--- src/rtl/mc_control_fsm_pkg.sv ---
// rtl/mc_control_fsm_pkg.sv - shared encodings for the multi-cycle CPU control FSM
package mc_defs;

    // Opcode field values (IR[31:26])
    localparam logic [5:0] OP_R    = 6'b000000;
    localparam logic [5:0] OP_LW   = 6'b100011;
    localparam logic [5:0] OP_SW   = 6'b101011;
    localparam logic [5:0] OP_BEQ  = 6'b000100;
    localparam logic [5:0] OP_J    = 6'b000010;
    localparam logic [5:0] OP_ADDI = 6'b001000;
    localparam logic [5:0] OP_ORI  = 6'b001101;

    // State encoding is visible on state_o, so the values are fixed
    typedef enum logic [3:0] {
        ST_FETCH    = 4'd0,
        ST_DECODE   = 4'd1,
        ST_MEM_ADDR = 4'd2,
        ST_MEM_RD   = 4'd3,
        ST_MEM_WB   = 4'd4,
        ST_MEM_WR   = 4'd5,
        ST_EXEC_R   = 4'd6,
        ST_R_WB     = 4'd7,
        ST_EXEC_I   = 4'd8,
        ST_I_WB     = 4'd9,
        ST_BRANCH   = 4'd10,
        ST_JUMP     = 4'd11,
        ST_TRAP     = 4'd12
    } state_e;

    // ALU operation requested from the ALU control
    localparam logic [1:0] ALU_ADD   = 2'd0;
    localparam logic [1:0] ALU_SUB   = 2'd1;
    localparam logic [1:0] ALU_FUNCT = 2'd2;
    localparam logic [1:0] ALU_OR    = 2'd3;

    // ALU B operand select
    localparam logic [1:0] SRCB_B      = 2'd0;
    localparam logic [1:0] SRCB_FOUR   = 2'd1;
    localparam logic [1:0] SRCB_IMM    = 2'd2;
    localparam logic [1:0] SRCB_IMM_SH = 2'd3;

    // Next-PC source select
    localparam logic [1:0] PCSRC_ALU    = 2'd0;
    localparam logic [1:0] PCSRC_ALUOUT = 2'd1;
    localparam logic [1:0] PCSRC_JUMP   = 2'd2;

    // Instruction class produced by the opcode decoder
    typedef enum logic [2:0] {
        CLS_LOAD    = 3'd0,
        CLS_STORE   = 3'd1,
        CLS_RTYPE   = 3'd2,
        CLS_BRANCH  = 3'd3,
        CLS_JUMP    = 3'd4,
        CLS_IMM     = 3'd5,
        CLS_ILLEGAL = 3'd6
    } instr_class_e;

    // States whose exit back to FETCH retires an instruction
    function automatic logic is_terminal(state_e s);
        return (s == ST_MEM_WB) || (s == ST_MEM_WR) || (s == ST_R_WB) ||
               (s == ST_I_WB)   || (s == ST_BRANCH) || (s == ST_JUMP);
    endfunction

endpackage

--- src/rtl/mc_op_decode.sv ---
// rtl/mc_op_decode.sv - combinational opcode to instruction-class decoder
module mc_op_decode
    import mc_defs::*;
#(
    parameter int OPC_W = 6
) (
    input  logic [OPC_W-1:0] opcode_i,
    output logic [2:0]       class_o
);

    // Map each supported opcode to its class; anything unknown is illegal
    always_comb begin
        class_o = CLS_ILLEGAL;
        case (opcode_i)
            OPC_W'(OP_LW):   class_o = CLS_LOAD;
            OPC_W'(OP_SW):   class_o = CLS_STORE;
            OPC_W'(OP_R):    class_o = CLS_RTYPE;
            OPC_W'(OP_BEQ):  class_o = CLS_BRANCH;
            OPC_W'(OP_J):    class_o = CLS_JUMP;
            OPC_W'(OP_ADDI): class_o = CLS_IMM;
            OPC_W'(OP_ORI):  class_o = CLS_IMM;
            default:         class_o = CLS_ILLEGAL;
        endcase
    end

endmodule

--- src/rtl/mc_control_fsm.sv ---
// rtl/mc_control_fsm.sv - multi-cycle CPU main control FSM (optional MC_PERF_CNT_EN counters)
module mc_control_fsm
    import mc_defs::*;
#(
    parameter int OPC_W   = 6,
    parameter int ALUOP_W = 2
) (
    input  logic               clk,
    input  logic               rst,
    input  logic [OPC_W-1:0]   opcode,
    input  logic               zero,
    input  logic               mem_ready,
    output logic               pc_write,
    output logic               pc_write_cond,
    output logic               ir_write,
    output logic               i_or_d,
    output logic               mem_read,
    output logic               mem_write,
    output logic               mem_to_reg,
    output logic               reg_dst,
    output logic               reg_write,
    output logic               alu_src_a,
    output logic [1:0]         alu_src_b,
    output logic [ALUOP_W-1:0] alu_op,
    output logic [1:0]         pc_source,
    output logic               illegal,
`ifdef MC_PERF_CNT_EN
    output logic [31:0]        cycle_cnt,
    output logic [31:0]        instr_cnt,
`endif
    output logic [3:0]         state_o
);

    state_e       state_q, state_d;
    logic [2:0]   cls_raw;
    instr_class_e cls;

    // The branch decision on zero is taken by the datapath via pc_write_cond
    logic unused_zero;
    assign unused_zero = zero;

    mc_op_decode #(
        .OPC_W    (OPC_W)
    ) u_op_decode (
        .opcode_i (opcode),
        .class_o  (cls_raw)
    );

    assign cls     = instr_class_e'(cls_raw);
    assign state_o = state_q;

    // State register, forced to FETCH while reset is high
    always_ff @(posedge clk or posedge rst) begin
        if (rst) begin
            state_q <= ST_FETCH;
        end else begin
            state_q <= state_d;
        end
    end

    // Next-state and Moore outputs; reset blanks every output combinationally
    always_comb begin
        state_d       = state_q;
        pc_write      = 1'b0;
        pc_write_cond = 1'b0;
        ir_write      = 1'b0;
        i_or_d        = 1'b0;
        mem_read      = 1'b0;
        mem_write     = 1'b0;
        mem_to_reg    = 1'b0;
        reg_dst       = 1'b0;
        reg_write     = 1'b0;
        alu_src_a     = 1'b0;
        alu_src_b     = SRCB_B;
        alu_op        = ALUOP_W'(ALU_ADD);
        pc_source     = PCSRC_ALU;
        illegal       = 1'b0;

        case (state_q)
            ST_FETCH: begin
                mem_read  = 1'b1;
                alu_src_b = SRCB_FOUR;
                ir_write  = mem_ready;
                pc_write  = mem_ready;
                if (mem_ready) begin
                    state_d = ST_DECODE;
                end
            end
            ST_DECODE: begin
                alu_src_b = SRCB_IMM_SH;
                case (cls)
                    CLS_LOAD, CLS_STORE: state_d = ST_MEM_ADDR;
                    CLS_RTYPE:           state_d = ST_EXEC_R;
                    CLS_BRANCH:          state_d = ST_BRANCH;
                    CLS_JUMP:            state_d = ST_JUMP;
                    CLS_IMM:             state_d = ST_EXEC_I;
                    default:             state_d = ST_TRAP;
                endcase
            end
            ST_MEM_ADDR: begin
                alu_src_a = 1'b1;
                alu_src_b = SRCB_IMM;
                state_d   = (cls == CLS_STORE) ? ST_MEM_WR : ST_MEM_RD;
            end
            ST_MEM_RD: begin
                mem_read = 1'b1;
                i_or_d   = 1'b1;
                if (mem_ready) begin
                    state_d = ST_MEM_WB;
                end
            end
            ST_MEM_WB: begin
                reg_write  = 1'b1;
                mem_to_reg = 1'b1;
                state_d    = ST_FETCH;
            end
            ST_MEM_WR: begin
                mem_write = 1'b1;
                i_or_d    = 1'b1;
                if (mem_ready) begin
                    state_d = ST_FETCH;
                end
            end
            ST_EXEC_R: begin
                alu_src_a = 1'b1;
                alu_op    = ALUOP_W'(ALU_FUNCT);
                state_d   = ST_R_WB;
            end
            ST_R_WB: begin
                reg_write = 1'b1;
                reg_dst   = 1'b1;
                state_d   = ST_FETCH;
            end
            ST_EXEC_I: begin
                alu_src_a = 1'b1;
                alu_src_b = SRCB_IMM;
                alu_op    = (opcode == OPC_W'(OP_ORI)) ? ALUOP_W'(ALU_OR)
                                                       : ALUOP_W'(ALU_ADD);
                state_d   = ST_I_WB;
            end
            ST_I_WB: begin
                reg_write = 1'b1;
                state_d   = ST_FETCH;
            end
            ST_BRANCH: begin
                alu_src_a     = 1'b1;
                alu_op        = ALUOP_W'(ALU_SUB);
                pc_write_cond = 1'b1;
                pc_source     = PCSRC_ALUOUT;
                state_d       = ST_FETCH;
            end
            ST_JUMP: begin
                pc_write  = 1'b1;
                pc_source = PCSRC_JUMP;
                state_d   = ST_FETCH;
            end
            ST_TRAP: begin
                illegal = 1'b1;
                state_d = ST_TRAP;
            end
            // Unused encodings fall into the trap rather than wander
            default: begin
                state_d = ST_TRAP;
            end
        endcase

        if (rst) begin
            pc_write      = 1'b0;
            pc_write_cond = 1'b0;
            ir_write      = 1'b0;
            i_or_d        = 1'b0;
            mem_read      = 1'b0;
            mem_write     = 1'b0;
            mem_to_reg    = 1'b0;
            reg_dst       = 1'b0;
            reg_write     = 1'b0;
            alu_src_a     = 1'b0;
            alu_src_b     = SRCB_B;
            alu_op        = ALUOP_W'(ALU_ADD);
            pc_source     = PCSRC_ALU;
            illegal       = 1'b0;
        end
    end

`ifdef MC_PERF_CNT_EN
    logic [31:0] cycle_cnt_q, cycle_cnt_d;
    logic [31:0] instr_cnt_q, instr_cnt_d;

    // Cycle counter freezes in TRAP; instruction counter bumps on retirement
    always_comb begin
        cycle_cnt_d = cycle_cnt_q;
        instr_cnt_d = instr_cnt_q;
        if (state_q != ST_TRAP) begin
            cycle_cnt_d = cycle_cnt_q + 32'd1;
        end
        if (is_terminal(state_q) && (state_d == ST_FETCH)) begin
            instr_cnt_d = instr_cnt_q + 32'd1;
        end
    end

    // Counter registers
    always_ff @(posedge clk or posedge rst) begin
        if (rst) begin
            cycle_cnt_q <= 32'd0;
            instr_cnt_q <= 32'd0;
        end else begin
            cycle_cnt_q <= cycle_cnt_d;
            instr_cnt_q <= instr_cnt_d;
        end
    end

    assign cycle_cnt = cycle_cnt_q;
    assign instr_cnt = instr_cnt_q;
`endif

endmodule

--- config.mk ---
export PLATFORM = sky130hd
export DESIGN_NAME = mc_control_fsm
export DESIGN_NICKNAME = d
export VERILOG_FILES = /design/src/rtl/mc_control_fsm_pkg.sv /design/src/rtl/mc_op_decode.sv /design/src/rtl/mc_control_fsm.sv
export SDC_FILE = /design/constraint.sdc
export NUM_CORES = 1
export LEC_CHECK = 0
export BUFFER_PORTS_ARGS = -buffer_cell sky130_fd_sc_hd__buf_2
export CAP_MARGIN = 0
export CORE_MARGIN = 5
export CORE_UTILIZATION = 48
export DETAILED_ROUTE_END_ITERATION = 16
export PLACE_DENSITY = 0.81
export SYNTH_ARGS = -nofsm -noshare
export SYNTH_HDL_FRONTEND = slang
export SYNTH_HIERARCHICAL = 1
export SYNTH_SLANG_ARGS = --single-unit
--- constraint.sdc ---
create_clock -name clk -period 3.24 [get_ports clk]
set_input_delay 0.648 -clock clk [delete_from_list [all_inputs] [get_ports clk]]
set_output_delay 0.648 -clock clk [all_outputs]
set_load 0.02 [all_outputs]
---- After elaboration in Yosys (flattened, before gate mapping) ----
Cells that the tools add are included.
Widths: inputs -> output; s select.
operators by class
  $add $sub $neg .......................... 0
  multipliers ............................. 0
  div/mod/pow operators ................... 0
  $lt $le $gt $ge ......................... 0
  eq/ne operators ......................... 26
  shift operators ......................... 0
  mux-type cells .......................... 36
  bitwise operators ....................... 0
  reductions and logical operators ........ 12
operator list
  cell                number
  $pmux 4 s8          1
  $mux 1              21
  $eq 4x4->1 const B  5
  $pmux 4 s5          1
  $pmux 3 s6          1
  $eq 4x3->1 const B  4
  $eq 6x4->1 const B  2
  $eq 6x6->1 const B  2
  $mux 4              3
  $pmux 2 s3          2
  $reduce_or 2->1     5
  $eq 4x2->1 const B  2
  $mux 2              4
  $eq 3x2->1 const B  2
  $eq 3x3->1 const B  2
  $eq 6x2->1 const B  1
  $eq 6x3->1 const B  1
  $logic_not 6->1     1
  $ne 2x2->1 const B  3
  $reduce_or 5->1     1
  $eq 4x1->1 const B  1
  $logic_not 4->1     1
  $pmux 2 s2          1
  $reduce_or 4->1     1
  other kinds (6)     6
word-level totals
  flip-flop bits (word level) ............. 4
  bits in latches ......................... 0
  memory bits (writable) .................. 0
  memory bits (read-only) ................. 0
  input port bits ......................... 10
  output and inout bits ................... 21
  memories ................................ 0

---- Longest topological paths before layout ----
  word-level depth ........................ 7
  depth in mapped cells ................... 6
  gate-level depth less buffers ........... 6

---- Hierarchy ----
The synthesis kept the hierarchy.
by module, submodules not included
  module          times used  cells each  area an instance (um^2)  seq. area each (um^2)
  mc_control_fsm  1           79          563.0                    100.1
  mc_op_decode    1           11          86.3                     0.0

---- Worst setup path after synthesis ----
OpenSTA, ideal clock, no wires.
  kind .................................... register to output
  from .................................... register state_q[1] (netlist: state_o[1])
  to ...................................... output port pc_source[0]
  arrival ................................. 1.777 ns
  slack ................................... 0.815 ns
  stages on the path, launching flop included .. 6
  cells stage by stage .................... dfrtp_1 -> buf_2 -> buf_2 -> nand2_1 -> nor3_1 -> buf_4
between the ends
  longest elaborated chain between the ends .. 3
RTL lines
  item                    line                   source
  from (decl)             mc_control_fsm.sv:34   state_e state_q, state_d;
  from (signal assigned)  mc_control_fsm.sv:57   state_q <= state_d;
  $eq 4x4->1              mc_control_fsm.sv:79   case (state_q)
  $pmux 2 s2 (*)          mc_control_fsm.sv:79
  $mux 2 (*)              mc_control_fsm.sv:167  if (rst) begin
  to (decl)               mc_control_fsm.sv:25   output logic [1:0] pc_source,
Every way passes the cells marked *; elsewhere a longest branch is shown, timed or not.

---- Final worst setup path ----
  from .................................... input port opcode[5]
  to ...................................... output port alu_op[1]
between the ends
  longest elaborated chain between the ends .. 4
RTL lines
  item         line                   source
  from (decl)  mc_control_fsm.sv:10   input logic [OPC_W-1:0] opcode,
  $eq 6x4->1   mc_control_fsm.sv:137  alu_op = (opcode == OPC_W'(OP_ORI)) ? ALUOP_W'(ALU_OR)
  $mux 2       mc_control_fsm.sv:137
  $pmux 2 s3   mc_control_fsm.sv:79
  $mux 2       mc_control_fsm.sv:167
  to (decl)    mc_control_fsm.sv:24   output logic [ALUOP_W-1:0] alu_op,
Every way passes these cells.

==> Implementation_results.wiki <==
{| class="wikitable"
! Metric !! Value
|-
| RD Place Congestion || 0.772
|-
| Leakage power || 0.000350 uW
|-
| CTS tree || built
|-
| Vias after detailed routing || 782
|-
| Detailed-router iteration count before antenna repair || 4
|-
| Number of enable-type register cells in the synthesized netlist || 0
|-
| Cell with the most instances on the worst path || sky130_fd_sc_hd__buf_2
|-
| Gr usage total || 17.1%
|-
| Path length in cells of the critical path || 5
|-
| Floorplan Core Area || 1280 sq um
|-
| HP Class || in2async
|-
| FF+latch count, synth || 4
|-
| Setup violations, final || 0
|-
| Run status || finished clean
|-
| Final count of hold timing violations || 0
|-
| Number of diodes added for antenna fixing || 0
|-
| Via count normalized by instance count || 6.06
|-
| Layout cells sized above 1 || 31.6%
|-
| Max cap viols || 0
|-
| Synthesized area per cell || 7.22 sq um
|-
| Initial DRC Count || 14
|-
| Number of I/O pins || 31
|-
| Worst setup slack before clock tree synthesis || 746 ps
|-
| Top delay family on crit path || simple AND/OR/NAND/NOR gates
|-
| Global-route wire length before repair || 2780 microns
|-
| Filler Cells Inserted || 129
|-
| Number of core rows || 13
|-
| Compound-Gate Fraction of Synth Area || 24.9%
|-
| Clock group share of total power || 45.8%
|-
| Synth Net Count || 100
|-
| Seq/Total Area, Yosys || 15.4%
|-
| Clock latency reported for the late side of the worst-skew pair || 240 ps
|-
| Largest net degree at the start of global routing || 24
|-
| Clk root buf || sky130_fd_sc_hd__clkbuf_4
|-
| Die height || 46.8 microns
|-
| Fraction of synthesized area in multiplexers || 0%
|-
| Total number of clock tree sinks || 4
|-
| Post-synthesis cell count || 90
|-
| Reg power frac || 36.4%
|-
| Unique cell type count in the Yosys netlist || 42
|-
| Crit path buf inv count || 2
|-
| Series of cell instances along the critical path || buf_2 -> or2_0 -> or4_1 -> a21boi_1 -> buf_2
|-
| Number of port buffers || 29
|-
| # DRC || 0
|-
| Post-synthesis share of cell area spent on xor and xnor gates || 4.05%
|-
| IR Drop Worst-Case VDD || 217 uV
|-
| Fin. max-slew vios || 0
|-
| Critical Path Max Stage Delay || 510 ps
|-
| Number of global-route vias before repair || 644
|-
| Die Outline Area || 2190 sq um
|-
| Worst reg2reg path depth || 4
|-
| Total net switching power || 36.5 uW
|-
| Slew of the pin with the lowest slew margin || 547 ps
|-
| Source of the worst register-to-register timing path || state_o[1]
|-
| Setup repair after global routing missed its margin || false
|-
| P_int || 101 uW
|-
| Hold_buf cts || 0
|-
| Most frequent standard cell in the layout excluding fill and tap cells || sky130_fd_sc_hd__buf_2
|-
| Post-CTS Setup Bufs || 0
|-
| Final global-route overflow total || 0
|-
| Post-detail-place hpwl || 1330 microns
|-
| Clock skew || 3.48 ps
|-
| DIE WIDTH || 46.8 microns
|-
| Period utilisation layout || 76.9%
|-
| Number of H-tree levels || 1
|-
| Total Routed Length || 1820 microns
|-
| Number of flip-flops under the largest register name || 4
|-
| Power density cells || 172 nW/um^2
|-
| Fraction of registers with async set/reset || 100%
|-
| Initial core utilization || 50.5%
|-
| Critical path launch point || opcode[5]
|-
| Net switching share of the total power || 26.5%
|-
| Number of antenna violations at the first check in global routing || 0
|-
| Share of total power in combinational logic || 17.8%
|-
| Commonest cells after routing, fill and taps aside || sky130_fd_sc_hd__buf_2, sky130_fd_sc_hd__nor2_1, sky130_fd_sc_hd__o21ai_0
|-
| Clock transition at the registers of the reported paths || 40 ps
|-
| Worst setup EP type || output port
|-
| Worst-case headroom to the max-slew limit || 63.5%
|-
| Final worst-path setup slack || 748 ps
|-
| Main combinational cell family by area after synthesis || simple AND/OR/NAND/NOR gates
|-
| Number of buffers added by the clock tree synthesis step || 3
|-
| Relative area change from synthesis to final layout || 23.1%
|-
| CP arrival || 1840 ps
|-
| Setup Total Neg Slack || 0 ps
|-
| Top flip-flop cell by instance count after synthesis || sky130_fd_sc_hd__dfrtp_1
|-
| Largest fanout on the critical path || 6
|-
| Antenna-violating nets left || 0
|-
| Synthesis Warnings || 6
|-
| Synth Area in Adders || 0%
|-
| Required time at the worst-slack endpoint || 2590 ps
|-
| Simple-Gate Fraction of Synth Area || 46.6%
|-
| Type of the setup path with the least slack || in2out
|-
| Wire length per cell after detailed routing || 14.1 microns
|-
| Total of cells resized after clock tree synthesis || 0
|-
| Slowest cell on the critical path || sky130_fd_sc_hd__or4_1
|-
| Maximum frequency from static timing analysis || 401 MHz
|-
| CTS max path bufs || 2
|-
| Post-synthesis instance area || 649 sq um
|-
| Fin crit period || 2490 ps
|-
| Startpoint types || input port
|-
| Final nets || 126
|}
==> area by class of cell <==
cell class / instances / area, sq um / share of cell area, %
multi-input combinational: 74 / 490 / 61.3
sequential: 4 / 100 / 12.5
inverter: 2 / 7.51 / 0.939
clock buffer: 3 / 22.5 / 2.82
timing repair buffer: 31 / 160 / 20.0
tap: 15 / 18.8 / 2.35
==> metrics by stage <==
stage               hold WS, ps  power, uW  cells  util (%)  cell area [sq um]
floorplan                   638       63.6     90         -                649
global placement            639       74.2    126      60.5                777
detailed placement          642       75.0    126      60.5                777
CTS                         389        140    129      62.2                800
global route                423        146    129      62.2                800
finish                      399        138    129      62.2                800
==> path summary, 6_finish.rpt <==
kind / endpoint / slack, ps
min reg2reg: state_o[1] / 700
max reg2reg: state_o[2] / 1700
min: state_o[2] / 400
max: alu_op[1] / 750
max in group asynchronous: state_o[0] / 2660
min in group clk: state_o[1] / 700
==> cells in the mapped netlist, types with 2 or more instances <==
library cell | number | share of area, %
sky130_fd_sc_hd__a21oi_1 | 2 | 1.5
sky130_fd_sc_hd__a31oi_1 | 2 | 1.9
sky130_fd_sc_hd__buf_2 | 4 | 3.1
sky130_fd_sc_hd__buf_4 | 2 | 2.3
sky130_fd_sc_hd__clkbuf_1 | 3 | 1.7
sky130_fd_sc_hd__dfrtp_1 | 4 | 15
sky130_fd_sc_hd__inv_1 | 2 | 1.2
sky130_fd_sc_hd__nand2_1 | 2 | 1.2
sky130_fd_sc_hd__nand2b_1 | 6 | 5.8
sky130_fd_sc_hd__nand3_1 | 2 | 1.5
sky130_fd_sc_hd__nand4b_1 | 2 | 2.7
sky130_fd_sc_hd__nor2_1 | 7 | 4.0
sky130_fd_sc_hd__nor3_1 | 6 | 4.6
sky130_fd_sc_hd__nor3b_1 | 3 | 3.5
sky130_fd_sc_hd__nor4_1 | 2 | 1.9
sky130_fd_sc_hd__nor4b_1 | 4 | 5.4
sky130_fd_sc_hd__o21ai_0 | 7 | 5.4
sky130_fd_sc_hd__or2_2 | 2 | 1.9
sky130_fd_sc_hd__or3b_1 | 2 | 2.7
sky130_fd_sc_hd__or4_1 | 3 | 3.5
sky130_fd_sc_hd__xor2_1 | 2 | 2.7
==> routing by layer <==
metal  routed length (microns)  part of all wire [%]  vias up  GRT usage [%]
li1                          -                     -      392              -
met1                       781                    43      363           22.4
met4                         0                     0        0           1.66
met3                       133                   7.3        0           4.60
met5                         0                     0        -              0
met2                       906                    50       27           29.3
==> power groups by stage <==
stage          sequential, uW  combinational [uW]  clock (uW)
2_1_floorplan            50.9                12.7           0
3_3_place_gp             50.9                23.3           0
3_5_place_dp             50.9                24.1           0
4_1_cts                  50.2                24.3        65.3
5_1_grt                  50.2                27.2        68.8
6_report                 50.2                24.5        63.1
==> worst reg2reg max path: cells and delay by family (launching register included) <==
family                 cells  cell delay, ps
buffers and inverters      1             230
DFF                        1             460
and+or+nand+nor            1             380
AOI/OAI and AO/OA          2             380
==> logic make-up after synthesis <==
group / Yosys count
AO/OA/AOI/OAI: 23
AND/OR/NAND/NOR: 48
XOR/XNOR: 3
flip-flops: 4
buffers and inverters: 12
Note: power is estimated with default switching activity, not from simulation.
